[src/rtl/dispatch_pkg.sv]
// dispatch_pkg -- definitions shared by the message dispatcher and its FIFO.
//
// Contents:
//   state_t   : dispatcher FSM encoding (IDLE / DRIVE / GAP)
//   DEST_*    : destination codes driven on Sel to the downstream 1:4 demux
//   MSG_W     : width of one queued message, {dest, data}
//   pack_msg  : builds a queued message from destination and payload
package dispatch_pkg;

  typedef enum logic [1:0] {
    ST_IDLE  = 2'd0,
    ST_DRIVE = 2'd1,
    ST_GAP   = 2'd2
  } state_t;

  localparam logic [1:0] DEST_LIB    = 2'd0;
  localparam logic [1:0] DEST_FIRE   = 2'd1;
  localparam logic [1:0] DEST_SCHOOL = 2'd2;
  localparam logic [1:0] DEST_RIB    = 2'd3;

  localparam int DATA_W = 4;
  localparam int DEST_W = 2;
  localparam int MSG_W  = DEST_W + DATA_W;

  // Destination sits in the upper bits so the head entry splits as {Sel, DataIn}.
  function automatic logic [MSG_W-1:0] pack_msg(input logic [DEST_W-1:0] dest,
                                                input logic [DATA_W-1:0] data);
    return {dest, data};
  endfunction

endpackage

[src/rtl/dispatch_fifo.sv]
// dispatch_fifo -- message storage for msg_dispatcher.
//
// DEPTH-entry FIFO of MSG_W-bit messages (DEPTH a power of two, >= 2).
// Ports:
//   clk, reset : clock and asynchronous active-high reset (empties the FIFO)
//   push       : write push_msg at the tail (caller only pushes when not full)
//   push_msg   : message to store
//   pop        : drop the head entry (caller only pops when not empty)
//   head       : current head entry, valid whenever count != 0
//   count      : current occupancy, 0..DEPTH
module dispatch_fifo
  import dispatch_pkg::*;
#(
  parameter int DEPTH = 4
)
(
  input  logic                   clk,
  input  logic                   reset,
  input  logic                   push,
  input  logic [MSG_W-1:0]       push_msg,
  input  logic                   pop,
  output logic [MSG_W-1:0]       head,
  output logic [$clog2(DEPTH):0] count
);

  localparam int PW = $clog2(DEPTH);

  logic [MSG_W-1:0] mem [DEPTH];
  logic [PW-1:0]    wr_ptr;
  logic [PW-1:0]    rd_ptr;

  // Storage array needs no reset: the pointers and count decide what is live.
  always_ff @(posedge clk) begin
    if (push) begin
      mem[wr_ptr] <= push_msg;
    end
  end

  // Pointers wrap naturally because DEPTH is a power of two; a simultaneous
  // push and pop moves both pointers and leaves the occupancy unchanged.
  always_ff @(posedge clk or posedge reset) begin
    if (reset) begin
      wr_ptr <= '0;
      rd_ptr <= '0;
      count  <= '0;
    end else begin
      if (push) begin
        wr_ptr <= wr_ptr + 1'b1;
      end
      if (pop) begin
        rd_ptr <= rd_ptr + 1'b1;
      end
      case ({push, pop})
        2'b10:   count <= count + 1'b1;
        2'b01:   count <= count - 1'b1;
        default: count <= count;
      endcase
    end
  end

  assign head = mem[rd_ptr];

endmodule

[src/rtl/msg_dispatcher.sv]
// msg_dispatcher -- queues {dest, data} messages and plays them out to a
// downstream 1:4 demux, holding each for HOLD_CYCLES with Enable high and
// then idling GAP_CYCLES with Enable, Sel and DataIn all low.
//
// Parameters: DEPTH (FIFO entries, power of 2, >= 2), HOLD_CYCLES (>= 1),
//             GAP_CYCLES (>= 0)
// Ports:
//   clk, reset : clock and asynchronous active-high reset
//   WrData     : message payload        WrDest  : destination code
//   WrValid    : write request          WrReady : FIFO has room (from Count only)
//   DataIn/Sel/Enable : registered demux drive
//   Busy       : FSM not idle or FIFO non-empty
//   Count      : FIFO occupancy
//   DropCount  : saturating count of refused writes
// Optional feature: define DISPATCH_DROP_CNT_EN to build the DropCount
// counter; otherwise DropCount is tied to zero.
module msg_dispatcher
  import dispatch_pkg::*;
#(
  parameter int DEPTH       = 4,
  parameter int HOLD_CYCLES = 2,
  parameter int GAP_CYCLES  = 1
)
(
  input  logic                   clk,
  input  logic                   reset,
  input  logic [3:0]             WrData,
  input  logic [1:0]             WrDest,
  input  logic                   WrValid,
  output logic                   WrReady,
  output logic [3:0]             DataIn,
  output logic [1:0]             Sel,
  output logic                   Enable,
  output logic                   Busy,
  output logic [$clog2(DEPTH):0] Count,
  output logic [7:0]             DropCount
);

  localparam int CW = $clog2(DEPTH) + 1;
  localparam int HW = (HOLD_CYCLES > 1) ? $clog2(HOLD_CYCLES) : 1;
  localparam int GW = (GAP_CYCLES > 1) ? $clog2(GAP_CYCLES) : 1;
  localparam logic [HW-1:0] HOLD_LOAD = HW'(HOLD_CYCLES - 1);
  localparam logic [GW-1:0] GAP_LOAD  = GW'((GAP_CYCLES > 0) ? GAP_CYCLES - 1 : 0);

  state_t           state;
  logic [HW-1:0]    hold_cnt;
  logic [GW-1:0]    gap_cnt;
  logic             push;
  logic             pop;
  logic [MSG_W-1:0] head;
  logic [CW-1:0]    count;

  dispatch_fifo #(.DEPTH(DEPTH)) u_fifo (
    .clk      (clk),
    .reset    (reset),
    .push     (push),
    .push_msg (pack_msg(WrDest, WrData)),
    .pop      (pop),
    .head     (head),
    .count    (count)
  );

  // Ready looks at the registered occupancy only, so a pop on this edge
  // cannot make room for a write on the same edge.
  assign WrReady = (count < CW'(DEPTH));
  assign push    = WrValid && WrReady;
  assign Count   = count;
  assign Busy    = (state != ST_IDLE) || (count != '0);

  // The "pop rule": the head is taken whenever the FSM is ready for a new
  // message -- idle, at the last DRIVE cycle when there is no gap, or at the
  // last GAP cycle -- and the FIFO holds something.
  always_comb begin
    pop = 1'b0;
    if (count != '0) begin
      case (state)
        ST_IDLE:  pop = 1'b1;
        ST_DRIVE: pop = (GAP_CYCLES == 0) && (hold_cnt == '0);
        ST_GAP:   pop = (gap_cnt == '0);
        default:  pop = 1'b0;
      endcase
    end
  end

  // Dispatcher FSM with registered demux outputs. Sel/DataIn only change on
  // the edge that loads a new message, so they are stable for the whole time
  // Enable is high; every exit from DRIVE into GAP or IDLE clears all three.
  always_ff @(posedge clk or posedge reset) begin
    if (reset) begin
      state    <= ST_IDLE;
      hold_cnt <= '0;
      gap_cnt  <= '0;
      Enable   <= 1'b0;
      DataIn   <= '0;
      Sel      <= DEST_LIB;
    end else if (pop) begin
      state    <= ST_DRIVE;
      hold_cnt <= HOLD_LOAD;
      Enable   <= 1'b1;
      Sel      <= head[MSG_W-1:DATA_W];
      DataIn   <= head[DATA_W-1:0];
    end else begin
      case (state)
        ST_DRIVE: begin
          if (hold_cnt != '0) begin
            hold_cnt <= hold_cnt - 1'b1;
          end else begin
            state  <= (GAP_CYCLES > 0) ? ST_GAP : ST_IDLE;
            gap_cnt <= GAP_LOAD;
            Enable <= 1'b0;
            DataIn <= '0;
            Sel    <= DEST_LIB;
          end
        end
        ST_GAP: begin
          if (gap_cnt != '0) begin
            gap_cnt <= gap_cnt - 1'b1;
          end else begin
            state <= ST_IDLE;
          end
        end
        default: state <= ST_IDLE;
      endcase
    end
  end

`ifdef DISPATCH_DROP_CNT_EN
  // Counts edges where a write was offered but refused; sticks at 255.
  always_ff @(posedge clk or posedge reset) begin
    if (reset) begin
      DropCount <= '0;
    end else if (WrValid && !WrReady && (DropCount != 8'hFF)) begin
      DropCount <= DropCount + 8'd1;
    end
  end
`else
  assign DropCount = '0;
`endif

endmodule

[config.mk]
export PLATFORM = sky130hd
export DESIGN_NAME = msg_dispatcher
export DESIGN_NICKNAME = d
export VERILOG_FILES = /design/src/rtl/dispatch_pkg.sv /design/src/rtl/dispatch_fifo.sv /design/src/rtl/msg_dispatcher.sv
export SDC_FILE = /design/constraint.sdc
export NUM_CORES = 1
export LEC_CHECK = 0
export BUFFER_PORTS_ARGS = -buffer_cell sky130_fd_sc_hd__buf_2
export CAP_MARGIN = 20
export CORE_MARGIN = 2
export CORE_UTILIZATION = 55
export CTS_BUF_LIST = sky130_fd_sc_hd__clkbuf_2 sky130_fd_sc_hd__clkbuf_4 sky130_fd_sc_hd__clkbuf_8
export DETAILED_ROUTE_END_ITERATION = 6
export PLACE_DENSITY = 0.78
export SKIP_CTS_REPAIR_TIMING = 1
export SYNTH_ARGS = -nofsm -noshare
export SYNTH_HDL_FRONTEND = slang
export SYNTH_SLANG_ARGS = --single-unit
[constraint.sdc]
create_clock -name clk -period 3.4 [get_ports clk]
set_clock_uncertainty 0.15 [all_clocks]
set_input_delay 0.85 -clock clk [delete_from_list [all_inputs] [get_ports clk]]
set_output_delay 0.85 -clock clk [all_outputs]
set_load 0.05 [all_outputs]
# After elaboration in Yosys (flattened, before gate mapping)
# Memories as Yosys holds them, arrays and structs flattened.
# Cells that the tools add are included.
[classes]
addsub = 6
n_lt_le_gt_ge = 1
eq_ne = 8
muxes = 23
bitwise = 2
reduce_logical = 11
[op_table]
columns = ["cell", "count"]
rows = [
  ["two-way mux 2 bit", 6],
  ["two-way mux 4 bit", 3],
  ["two-way mux 1 bit", 10],
  ["nonzero test 2 bit", 4],
  ["inequality test 3 x 2 -> 1 bit, second input constant", 2],
  ["case mux 3 bit (2 select lines)", 1],
  ["adder 2 x 1 -> 2 bit, second input constant", 2],
  ["== test 2 x 1 -> 1 bit, second input constant", 2],
  ["== test 2 bit, second input constant", 2],
  ["case mux 1 bit (2 select lines)", 2],
  ["case mux 2 bit (2 select lines)", 1],
  ["AND reduction 2 bit", 2],
  ["adder 3 x 1 -> 3 bit, second input constant", 1],
  ["< comparator 3 bit, second input constant", 1],
  ["AND reduction 3 bit", 1],
  ["nonzero test 3 bit", 1],
  ["subtractor 3 x 1 -> 3 bit, second input constant", 1],
  ["logical NOT 2 bit", 1],
  ["inequality test 2 x 1 -> 1 bit, second input constant", 1],
  ["inequality test 2 bit, second input constant", 1],
  ["NOT 1 bit", 2],
  ["subtractor 1 bit, second input constant", 2],
  ["logical AND 1 bit", 1],
  ["logical OR 1 bit", 1],
]
[word_totals]
regBits = 18
ramBits = 24
input_bits = 9
output_inout_bits = 20
mem_count = 1
[mem_list]
columns = ["name", "depth", "word_bits", "rd", "rd_ports_with_merged_regs", "wr", "line", "text"]
rows = [
  ["u_fifo.mem", 4, 6, 1, 0, 1, "dispatch_fifo.sv:28", "logic [MSG_W-1:0] mem [DEPTH];"],
]

# Longest topological paths before layout
[depth]
depth_word = 5
depth_mapped = 9
depth_no_buf = 8

# Cells and area by module
# From an unflattened synthesis, not the netlist that was laid out.
[unflattened]
hier_cells = 115
area_unflattened_um2 = 1747.9
[modules_own_cells]
columns = ["module", "instances", "cells_per_inst", "area_each_um2", "seq_area_each_um2"]
rows = [
  ["dispatch_fifo", 1, 64, 1249.9, 895.9],
  ["msg_dispatcher", 1, 51, 498.0, 250.2],
]

# Worst setup path after synthesis
# Ideal clock, no wire load.
[synth_path]
path_kind = "reg2out"
from = "register u_fifo.count[2]"
to = "output port Busy"
arrival_time_ns = 1.412
required_time_ns = 2.400
slack_ns = 0.988
stages_incl_launch_ff = 3
path_buffers = 0
cell_sequence = "dfrtp_1 nor3_1 nand3_1"
[synth_via]
elab_chain_len = 2
[synth_rtl]
columns = ["item", "line", "text"]
rows = [
  ["start: declaration", "dispatch_fifo.sv:23", "output logic [$clog2(DEPTH):0] count"],
  ["start signal: assignment", "dispatch_fifo.sv:54", "2'b10: count <= count + 1'b1;"],
  ["start signal: assignment", "dispatch_fifo.sv:55", "2'b01: count <= count - 1'b1;"],
  ["start signal: assignment", "dispatch_fifo.sv:56", "default: count <= count;"],
  ["nonzero test 3 bit", "msg_dispatcher.sv:68", "assign Busy = (state != ST_IDLE) || (count != '0);"],
  ["logical OR 1 bit", "msg_dispatcher.sv:68", ""],
  ["end: declaration", "msg_dispatcher.sv:34", "output logic Busy,"],
]
# No other way between the ends.

# Worst setup path after layout
# Ends and elaborated chain as after synthesis.

==> metrics.yaml <==
status: "finished, final reports clean"
ir_worst_vdd_uv: 356
synth-seq-cells: 41
overflow: 0
fp-row-count: 20
fin_nets: 145
hold_slack_ns: 0.333
grt_pass1_vias: 905
critPathMaxFanout: 5
num_antenna_cells: 0
use_met2_pct: 26.7
max-clock-path-buffers: 2
finalSetupViolCount: 0
cpLargestDelayFamily: "simple AND/OR/NAND/NOR gates"
fillers: 228
end_kind: "primary output"
fmax_mhz: 395
critPathKind: "reg2out"
dieArea_mm2: 0.00359
drive_above_1_share_pct: 29.0
clock_tree.root_cell: "clkbuf_4"
clkTransAtPathRegs_ns: 0.13
place_area_mm2: 0.00181
synth_top_family_by_area: "multiplexers"
clkLatencyLatePin_ns: 0.35
period_needed_ns: 2.53
rsz0062_at_grt: "no"
cts.sinks: 41
cp.arrival_ns: 1.53
ys_seq_area_share_pct: 66.7
finalHoldViolCount: 0
muxShareOfSynthArea_pct: 8.44
drc: 0
finalWirelength_um: 2520
synth_area_per_cell_um2: 16.1
synth_cell_types: 29
syn_area_mm2: 0.00172
core_mm2: 0.00300
crit_cells: 3
synth_ff_type: "edfxtp_1"
hpwl_um: 1840
vias_per_cell: 5.40
synth-compound-area-share_pct: 5.24
r2r_cells: 8
min_path_type: "reg2reg"
cts_made_buffers: 5
holdPathStages: 1
antenna_found_initial: 0
final_core_util_pct: 62.0
vias: 886
slew_viol_final: 0
top_usage_layer: "met2"
cp_slowest_cell: "dfrtp_1"
wl_per_cell_um: 15.4
final_area_mm2: 0.00186
post-route-period-util_pct: 74.5
track_usage_pct: 17.0
synth_edf_count: 24
grt.met3_usage_pct: 4.76
yosys.area_share.simple_pct: 4.59
grt_max_degree: 18
path_buf_inv: 1
use_met1_pct: 20.6
path_cells: "nor3_1 > nand3_1 > buf_2"
worst_path_largest_cell_delay_ns: 0.44
synth-warning-count: 0
area_growth_pct: 8.30
io_buffers: 20
critPathRequiredTime_ns: 2.40
worst_pin_slew_ns: 0.646
finalPower_mw: 1.84
synthAdderAreaFrac_pct: 4.80
h-tree-depth: 2
slew_headroom_pct: 56.9
grt_pass1_wl_um: 4150
async_flop_share_pct: 41.5
cts_tree: "yes"
synth_xor_area_share_pct: 3.06
synthesis.instances: 107
drt_first_pass_iters: 4
p_leak_nw: 0.786
cp-start-kind: "flip-flop"
chipWidth_um: 59.9
die_y_um: 59.9
ioPinCount: 29
final.setup.tns_ns: 0
gp_congestion: 0.748
max-cap-violations: 0
drt_iter0_drc: 17
pwr_density_cell_mw_per_mm2: 991
ant_nets: 0
initial_utilization_pct: 57.3
==> logic make-up (layout without fill, tap and decap cells) <==
family / Yosys count / in the layout
compound gates: 11 / 11
xor+xnor: 6 / 6
fa+ha+maj: 6 / 6
buf+inv: 22 / 39
flops: 41 / 41
mux: 7 / 7
other cells: 1 / 8
simple gates: 13 / 13
==> final cells by class <==
type | count | area (um2) | share of cell area [%]
Sequential cell | 41 | 1150 | 61.6
Multi-Input combinational cell | 51 | 479 | 25.7
Timing Repair Buffer | 20 | 100 | 5.38
Inverter | 11 | 41.3 | 2.22
Tap cell | 33 | 41.3 | 2.22
Clock buffer | 5 | 37.5 | 2.02
Clock inverter | 3 | 16.3 | 0.874
==> flip-flops by register name, summed over array words and instances, names as in the netlist <==
signal / cells
Sel: 2
u_fifo.wr_ptr: 2
u_fifo.rd_ptr: 2
Enable: 1
u_fifo.count: 3
state: 2
u_fifo.mem: 24
hold_cnt: 1
DataIn: 4
==> worst reg2reg max path: cells and delay by family, from the launching register on <==
family / cells / cell delay (ns)
fa+ha+maj: 2 / 0.65
simple gates: 3 / 0.60
flops: 1 / 0.44
xor+xnor: 2 / 0.28
buf+inv: 1 / 0.06
==> stage by stage <==
stage          worst slack, ns  instances
5_1_grt                  0.778        164
3_3_place_gp              1.02        156
4_1_cts                  0.857        164
3_5_place_dp             0.903        156
6_report                 0.869        164
2_1_floorplan            0.988        114
==> synthesized netlist by cell type, drive strengths merged, types with 2 or more instances <==
cell type  count  share of area (%)
and2           4                1.5
edfxtp        24                 42
inv           11                2.4
a22o           6                3.1
xor2           2                1.0
nor2           2               0.58
dfrtp         17                 25
xnor2          4                2.0
nand3          2               0.58
mux4           6                7.9
buf           10                4.4
ha             5                3.6
==> where the power goes <==
part / internal, mW / total [mW] / switching (mW)
clock: 0.0788 / 0.231 / 0.152
combinational: 0.303 / 0.820 / 0.517
sequential: 0.675 / 0.794 / 0.119
total: 1.06 / 1.84 / 0.788
==> routing by layer <==
layer | vias to the layer above | part of all wire [%]
met5 | - | 0
met4 | 0 | 2.4
met3 | 8 | 4.0
met2 | 26 | 51
met1 | 442 | 42
li1 | 410 | -
==> layout by cell type, fill, tap and decap left out <==
cell type,synthesis,routed
dfrtp_1,17,17
inv_4,0,1
nor3_1,1,1
ha_1,5,5
nor2b_1,1,1
nor2_1,1,1
a22o_1,6,6
or3_1,1,1
mux2i_1,1,1
and2_1,4,4
clkbuf_4,0,5
o22ai_1,1,1
a31o_2,1,1
nor2_2,1,1
xor2_1,2,2
clkinv_2,0,2
buf_2,0,20
edfxtp_1,24,24
xnor2_1,4,4
fa_1,1,1
nand2_1,1,1
a21oi_2,1,1
nand3_1,2,2
o21ai_0,1,1
mux4_2,6,6
inv_1,11,11
a2bb2oi_1,1,1
conb_1,1,8
nor3b_2,1,1
==> final timing paths <==
| kind | from | endpoint | slack (ns) |
|---|---|---|---|
| hold reg to reg | state[1] | state[1] | 0.33 |
| min in group asynchronous | reset | u_fifo.rd_ptr[1] | 0.41 |
| hold / removal | state[1] | state[1] | 0.33 |
| max in group asynchronous | reset | u_fifo.wr_ptr[0] | 2.26 |
| setup reg to reg | u_fifo.count[0] | u_fifo.count[2] | 1.14 |
| setup / recovery | u_fifo.count[2] | Busy | 0.87 |
Note: power is estimated with default switching activity, not from simulation.
